[config.mk]
export PLATFORM = sky130hd
export DESIGN_NAME = regbank_write_arbiter
export DESIGN_NICKNAME = d
export VERILOG_FILES = /design/src/rtl/regbank_write_arbiter.sv
export SDC_FILE = /design/constraint.sdc
export NUM_CORES = 1
export LEC_CHECK = 0
export ABC_CLOCK_PERIOD_IN_PS = 6070
export CAP_MARGIN = 5
export CORE_AREA = 2 2 72 74
export CTS_CLUSTER_DIAMETER = 100
export CTS_CLUSTER_SIZE = 12
export DETAILED_ROUTE_END_ITERATION = 16
export DIE_AREA = 0 0 74 76
export PLACE_DENSITY = 0.83
export SETUP_SLACK_MARGIN = 0.3
export SYNTH_ARGS = -nofsm -noshare
export SYNTH_HDL_FRONTEND = slang
export SYNTH_SLANG_ARGS = --single-unit
[constraint.sdc]
create_clock -name clk -period 6.07 [get_ports clk]
set_input_delay 0.607 -clock clk [delete_from_list [all_inputs] [get_ports clk]]
set_output_delay 0.607 -clock clk [all_outputs]
set_load 0.005 [all_outputs]
[src/rtl/regbank_write_arbiter.sv]
// Round-robin write-port arbiter for the 4x16 display register bank.
// Registered one-hot grant doubles as the write strobe; lock holds the port for up to MAX_HOLD cycles.
module regbank_write_arbiter #(
    parameter int N_REQ    = 4,
    parameter int DATA_W   = 16,
    parameter int ADDR_W   = 2,
    parameter int MAX_HOLD = 4
) (
    input  logic                      clk,
    input  logic                      reset,
    input  logic [N_REQ-1:0]          req,
    input  logic [N_REQ-1:0]          lock,
    input  logic [N_REQ*ADDR_W-1:0]   addr,
    input  logic [N_REQ*DATA_W-1:0]   wdata,
    output logic [N_REQ-1:0]          gnt,
    output logic                      w_en,
    output logic [ADDR_W-1:0]         w_addr,
    output logic [DATA_W-1:0]         w_data,
    output logic [$clog2(N_REQ)-1:0]  owner,
    output logic                      busy
);

    localparam int IDX_W = $clog2(N_REQ);
    localparam int HC_W  = $clog2(MAX_HOLD + 1);

    typedef enum logic {S_IDLE, S_GRANT} state_t;

    state_t             r_state;
    logic [IDX_W-1:0]   r_rr_ptr;
    logic [IDX_W-1:0]   r_owner;
    logic [HC_W-1:0]    r_hold;
    logic [N_REQ-1:0]   r_gnt;
    logic [ADDR_W-1:0]  r_w_addr;
    logic [DATA_W-1:0]  r_w_data;

    state_t             w_state_nxt;
    logic [IDX_W-1:0]   w_rr_ptr_nxt;
    logic [IDX_W-1:0]   w_owner_nxt;
    logic [HC_W-1:0]    w_hold_nxt;
    logic [N_REQ-1:0]   w_gnt_nxt;
    logic [ADDR_W-1:0]  w_addr_nxt;
    logic [DATA_W-1:0]  w_data_nxt;
    logic [IDX_W-1:0]   w_pick_ptr;
    logic [IDX_W:0]     w_pick;
    logic               w_hit;
    logic [IDX_W-1:0]   w_win;
    logic               w_cont;
    logic               w_load;
    logic [IDX_W-1:0]   w_src;

    // (p + k) mod N_REQ for k < N_REQ; works for non-power-of-two N_REQ.
    function automatic logic [IDX_W-1:0] f_add(input logic [IDX_W-1:0] p, input int k);
        logic [IDX_W:0] s;
        s = {1'b0, p} + (IDX_W+1)'(k);
        if (s >= (IDX_W+1)'(N_REQ))
            s = s - (IDX_W+1)'(N_REQ);
        return s[IDX_W-1:0];
    endfunction

    // Returns {hit, index} of the first set request scanning from ptr upward.
    function automatic logic [IDX_W:0] f_pick(input logic [N_REQ-1:0] rq, input logic [IDX_W-1:0] ptr);
        logic             hit;
        logic [IDX_W-1:0] idx;
        logic [IDX_W-1:0] j;
        hit = 1'b0;
        idx = '0;
        for (int i = N_REQ - 1; i >= 0; i--) begin
            j = f_add(ptr, i);
            if (rq[j]) begin
                hit = 1'b1;
                idx = j;
            end
        end
        return {hit, idx};
    endfunction

    always_comb begin
        w_state_nxt  = r_state;
        w_rr_ptr_nxt = r_rr_ptr;
        w_owner_nxt  = r_owner;
        w_hold_nxt   = r_hold;
        w_gnt_nxt    = '0;
        w_load       = 1'b0;
        w_src        = r_owner;

        // On release the old owner drops to last priority.
        w_pick_ptr = (r_state == S_GRANT) ? f_add(r_owner, 1) : r_rr_ptr;
        w_pick     = f_pick(req, w_pick_ptr);
        w_hit      = w_pick[IDX_W];
        w_win      = w_pick[IDX_W-1:0];
        w_cont     = req[r_owner] && lock[r_owner] && (r_hold < HC_W'(MAX_HOLD));

        case (r_state)
            S_IDLE: begin
                if (w_hit) begin
                    w_state_nxt = S_GRANT;
                    w_owner_nxt = w_win;
                    w_hold_nxt  = HC_W'(1);
                    w_load      = 1'b1;
                    w_src       = w_win;
                end
            end
            S_GRANT: begin
                if (w_cont) begin
                    w_hold_nxt = r_hold + HC_W'(1);
                    w_load     = 1'b1;
                    w_src      = r_owner;
                end else begin
                    w_rr_ptr_nxt = w_pick_ptr;
                    if (w_hit) begin
                        w_owner_nxt = w_win;
                        w_hold_nxt  = HC_W'(1);
                        w_load      = 1'b1;
                        w_src       = w_win;
                    end else begin
                        w_state_nxt = S_IDLE;
                        w_hold_nxt  = '0;
                    end
                end
            end
            default: w_state_nxt = S_IDLE;
        endcase

        w_addr_nxt = r_w_addr;
        w_data_nxt = r_w_data;
        if (w_load) begin
            w_gnt_nxt[w_src] = 1'b1;
            w_addr_nxt       = addr[w_src*ADDR_W +: ADDR_W];
            w_data_nxt       = wdata[w_src*DATA_W +: DATA_W];
        end
    end

    always_ff @(posedge clk or negedge reset) begin
        if (!reset) begin
            r_state  <= S_IDLE;
            r_rr_ptr <= '0;
            r_owner  <= '0;
            r_hold   <= '0;
            r_gnt    <= '0;
            r_w_addr <= '0;
            r_w_data <= '0;
        end else begin
            r_state  <= w_state_nxt;
            r_rr_ptr <= w_rr_ptr_nxt;
            r_owner  <= w_owner_nxt;
            r_hold   <= w_hold_nxt;
            r_gnt    <= w_gnt_nxt;
            r_w_addr <= w_addr_nxt;
            r_w_data <= w_data_nxt;
        end
    end

    assign gnt    = r_gnt;
    assign w_en   = |r_gnt;
    assign w_addr = r_w_addr;
    assign w_data = r_w_data;
    assign owner  = r_owner;
    assign busy   = (r_state == S_GRANT);

endmodule
### Yosys cells after proc, flatten, opt, wreduce, memory -nomap -nowiden

Cells that the tools add are included.

| storage, ports and cells | value |
|---|---|
| bits in registers | 30 |
| bits of input ports | 82 |
| output and inout port bits | 26 |
| logic and storage cells | 79 |

| operators by class | value |
|---|---|
| $add $sub $neg | 10 |
| magnitude comparators | 13 |
| eq/ne operators | 1 |
| shift operators | 2 |
| muxes and demuxes | 39 |
| bitwise operators | 2 |
| reductions and logical operators | 5 |

Operators by type and width:

| kind | count |
|---|---|
| $shiftx 64x7->16 | 1 |
| $mux 2 | 12 |
| $lt 2x3->1 const B | 6 |
| $mux 1 | 14 |
| $bmux 1 s2 | 6 |
| $ge 3x3->1 const B | 4 |
| $sub 2x1->2 const B | 5 |
| $shiftx 8x4->2 | 1 |
| $add 2x1->3 const B | 2 |
| $add 2x2->3 const B | 2 |
| $mux 3 | 2 |
| $pmux 3 s2 | 1 |
| $mux 4 | 1 |
| $pmux 2 s2 | 1 |
| $reduce_or 4->1 | 1 |
| $add 3x1->3 const B | 1 |
| $ge 2x3->1 const B | 1 |
| $logic_and 1x1->1 | 3 |
| $lt 3x3->1 const B | 1 |
| $demux 1 s2 | 1 |
| $ge 2x1->1 const B | 1 |
| $ne 2x2->1 const B | 1 |
| $not 1->1 | 2 |
| $pmux 1 s2 | 1 |
| $reduce_and 2->1 | 1 |

### Depth between registers and ports, before layout

| logic depth | value |
|---|---|
| word-level depth | 21 |
| mapped depth | 10 |
| gate-level depth less buffers | 8 |

### Worst setup path before layout

OpenSTA, ideal clock, no wires.

| path | value |
|---|---|
| path kind | input -> register |
| start | input port req[0] |
| end | register r_w_addr[1], in the netlist w_addr[1] |
| setup time | 0.142 ns |
| data arrival time | 2.522 ns |
| path slack | 3.406 ns |
| stages on the path | 8 |
| buffers on the path | 1 |
| cell sequence | nor4_1 -> inv_1 -> o31a_1 -> nor3b_2 -> or2_1 -> buf_2 -> a2111oi_2 -> a211oi_1 |

| on the way | value |
|---|---|
| word-level cells in the longest chain between the ends | 10 |
| elaborated cells between the ends (all ways) | 27 |

Ends and longest elaborated chain:

| element | line | RTL |
|---|---|---|
| start, declared | 11 | `input logic [N_REQ-1:0] req,` |
| $bmux 1 s2 | 69 | `if (rq[j]) begin` |
| $mux 1 (implied by the code) | 69 |  |
| $mux 2 / $mux 1 (equally long branches) (4 in a row) | 69 |  |
| $mux 2 (2 in a row) | - |  |
| $pmux 2 s2 | 93 | `case (r_state)` |
| $shiftx 8x4->2 | 128 | `w_addr_nxt = addr[w_src*ADDR_W +: ADDR_W];` |
| end signal, assigned | 148 | `r_w_addr <= w_addr_nxt;` |
| end, declared | 33 | `logic [ADDR_W-1:0] r_w_addr;` |

Parallel ways exist; a longest one is shown, timed or not. The select of a mux whose other input is x is not followed.
A chain may end at the register's enable or synchronous reset.

### Final worst setup path

| path | value |
|---|---|
| start | input port req[0] |
| end | register r_w_data[15], in the netlist w_data[15] |

| on the way | value |
|---|---|
| word-level cells in the longest chain between the ends | 10 |
| elaborated cells between the ends (all ways) | 27 |

Ends and longest elaborated chain:

| element | line | RTL |
|---|---|---|
| $bmux 1 s2 | 69 |  |
| $mux 1 (implied by the code) | 69 |  |
| $mux 2 / $mux 1 (equally long branches) (4 in a row) | 69 |  |
| $mux 2 (2 in a row) | - |  |
| $pmux 2 s2 | 93 |  |
| $shiftx 64x7->16 | 129 | `w_data_nxt = wdata[w_src*DATA_W +: DATA_W];` |
| end signal, assigned | 149 | `r_w_data <= w_data_nxt;` |
| end, declared | 34 | `logic [DATA_W-1:0] r_w_data;` |

Parallel ways exist; a longest one is shown, timed or not. The select of a mux whose other input is x is not followed.

==> flow_metrics.tcl <==
set metrics [dict create \
    gr-total-overflow 0 \
    synth_area_leader_cell "dfrtp_1" \
    netlist_area_mm2 0.00194 \
    ys_seq_elements 30 \
    antenna_found_initial 0 \
    die_w_um 74 \
    internal_power_uw 839 \
    clockBufferDepth 2 \
    hold_viol 0 \
    grt_use_total_pct 21.8 \
    detail_route.wl_per_cell_um 16.1 \
    insertion_delay_ns 0.28 \
    drc_errors 0 \
    synth.distinct_cells 40 \
    clk_pin_slew_ns 0.06 \
    synth-edff-count 0 \
    met1_length_um 2490 \
    globalplace.congestion 0.881 \
    pwr-share-comb_pct 62.5 \
    slew_violations 0 \
    p_sw_share_pct 40.0 \
    place_hpwl_um 4390 \
    post_cts_resized 0 \
    ff2ff_setup_slack_ns 2.28 \
    layout.cells.non_filler 369 \
    required_ns 6.25 \
    synthTopCellsByArea "dfrtp_1 39%, mux2i_1 11%, a211oi_1 6.9%, nor3b_1 6.9%, a2111oi_2 6.2%" \
    wl_um 5930 \
    routed-via-count 1973 \
    core_area_mm2 0.00491 \
    rows 26 \
    cellLeakagePower_uw 0.00126 \
    critPathMaxFanout 24 \
    synth_top_area_share_pct 38.6 \
    min_period_ns 4.61 \
    syn-instance-count 198 \
    power.switching_uw 558 \
    crit_arrival_ns 4.79 \
    cts_tree "done" \
    slowest_delay_ns 0.73 \
    io_pins 108 \
    drt-pass1-iter-count 4 \
    die_area_mm2 0.00562 \
    max_slew_margin_pct 45.4 \
    ys.warnings.count 0 \
    fin_skew_ns 0.00897 \
    power.density_mw_per_mm2 444 \
    p_seq_share_pct 26.2 \
    port_buffers 107 \
    crit_type "in -> reg" \
    postSynthAreaPerCell_um2 9.82 \
    pwr-share-clk_pct 11.4 \
    syn_nets 281 \
    grt_pass1_wl_um 9490 \
    rsz0062_at_grt "no" \
    min_path_type "reg -> reg" \
    fin_nets 383 \
    grt_max_degree 31 \
    max_freq_mhz 217 \
    yosysSeqAreaShare_pct 38.6 \
    met2_length_um 2970 \
    cts.sinks 30 \
    cts_hold_buf 0 \
    drtIter0Drc 92 \
    wl_met3_um 397 \
    grt_pass1_vias 2032 \
    fin_util_pct 64.1 \
    syn_to_final_growth_pct 61.8 \
    cpMaxStageDelayCell "or2_1" \
    cts_buffers 5 \
    setup_viol 0 \
    ant_nets 0 \
    worst_pin_slew_ns 0.818 \
    cts_setup_buffers 0 \
    drive_above_1_share_pct 8.70 \
    antennaDiodeCount 0 \
    routed_via_density 5.35 \
    start_util_pct 39.6 \
    ir_drop_mv 0.249 \
    path_cells "clkdlybuf4s50_1, nor4_2, buf_4, inv_1, o31a_1, nor2_2, or2_1, inv_2, mux2i_1, a211oi_1" \
    maxUsedRoutingLayer "met4" \
    dp_cells 363 \
    synth_ff_type "dfrtp_1" \
    h-tree-depth 2 \
    cts_root_buf "clkbuf_8" \
    async_reset_ff_share_pct 100 \
    die_height_um 76 \
    status "finished clean" \
    min_period_over_period_pct 76.0 \
    critPathLaunchType "input port" \
    endpoint_kind "flip-flop" \
    cap_viol_max_count 0 \
    finalSetupTns_ns 0 \
]
[cell type report]
type                    instances  area [µm²]
fillers                       431        1770
repair buffers                111        1100
multi-input cells             144        1090
flip-flops and latches         30         751
well taps                      70        87.6
clock buffers                   6        82.6
inverters                       8        30.0
[metrics by stage]
step / setup WS [ns] / cell area, µm² / power (µW) / hold slack [ns]
after global placement: 1.41 / 3060 / 1220 / 0.498
final: 1.46 / 3150 / 1400 / 0.515
after detailed placement: 1.21 / 3060 / 1240 / 0.507
after global routing: 1.15 / 3150 / 1510 / 0.565
after floorplan: 3.41 / 1940 / 925 / 0.311
after CTS: 1.51 / 3150 / 1410 / 0.520
[critical path, delay by kind of cell]
family	cells	cell delay, ns
buffers and inverters	4	1.74
AND/OR/NAND/NOR	3	1.63
AO/OA/AOI/OAI	2	0.56
multiplexers	1	0.21
[state kept, by name, summed over array words and instances (netlist names)]
signal    cells
w_data       16
busy          1
w_addr        2
r_rr_ptr      2
r_hold        3
gnt           4
owner         2
[worst paths after layout]
kind | startpoint | end | depth (start not counted)
hold / removal | r_rr_ptr[0] | r_rr_ptr[0] | 2
min in group asynchronous | reset | w_data[5] | 2
setup / recovery | req[0] | w_data[15] | 10
max in group asynchronous | reset | r_rr_ptr[1] | 2
setup reg to reg | owner[1] | w_data[15] | 7
hold reg to reg | r_rr_ptr[0] | r_rr_ptr[0] | 2
[synthesized netlist by cell type (2+ instances only)]
cell type / n
nand2_1: 12
buf_2: 4
buf_6: 2
mux2i_1: 21
a211oi_1: 18
a31oi_1: 2
nor2_1: 21
a2111oi_0: 10
o21ai_0: 3
a2111oi_2: 8
o22ai_1: 4
nor3b_1: 18
and3_1: 3
clkbuf_1: 9
nand2b_1: 2
inv_1: 7
nor3_1: 2
dfrtp_1: 30
[per-layer routing]
metal  GRT usage [%]  vias up
li1                -      952
met1            28.4      934
met2            35.4       78
met3            6.08        9
met4            5.45        0
met5               0        -
[power groups by stage]
stage	registers, µW	clock network (µW)	logic, µW
after floorplan	358	0	567
after global placement	368	0	852
after detailed placement	368	0	877
after CTS	366	162	878
after global routing	379	170	956
final	366	159	873
[cells in the final DEF (no fill, tap or decap), drive strengths merged]
master,Yosys,routed
a2111oi,18,18
a211oi,18,18
a21oi,1,1
a31oi,2,2
and2,1,1
and3,3,3
buf,6,4
clkbuf,10,6
clkdlybuf4s50,0,107
dfrtp,30,30
ha,1,1
inv,8,8
maj3,1,1
mux2,1,1
mux2i,21,21
mux4,1,1
nand2,12,12
nand2b,2,2
nand3b,1,1
nand4,1,1
nor2,22,22
nor2b,1,1
nor3,2,2
nor3b,19,19
nor4,1,1
o2111ai,1,1
o211a,1,1
o211ai,1,1
o21ai,3,3
o22ai,4,4
o31a,1,1
or2,2,2
or4,1,1
xor2,1,1
[cells by family (layout without fill, tap and decap cells)]
family,count (synthesis),in the layout,synth area share (%)
adders and majority gates,2,2,1.16
muxes,23,23,12.5
DFF,30,30,38.6
AOI/OAI and AO/OA,50,50,22.4
buffers and inverters,24,125,5.73
xor gates and xnor gates,1,1,0.451
and+or+nand+nor,68,68,19.1
Power figures use the tool's default switching activity.
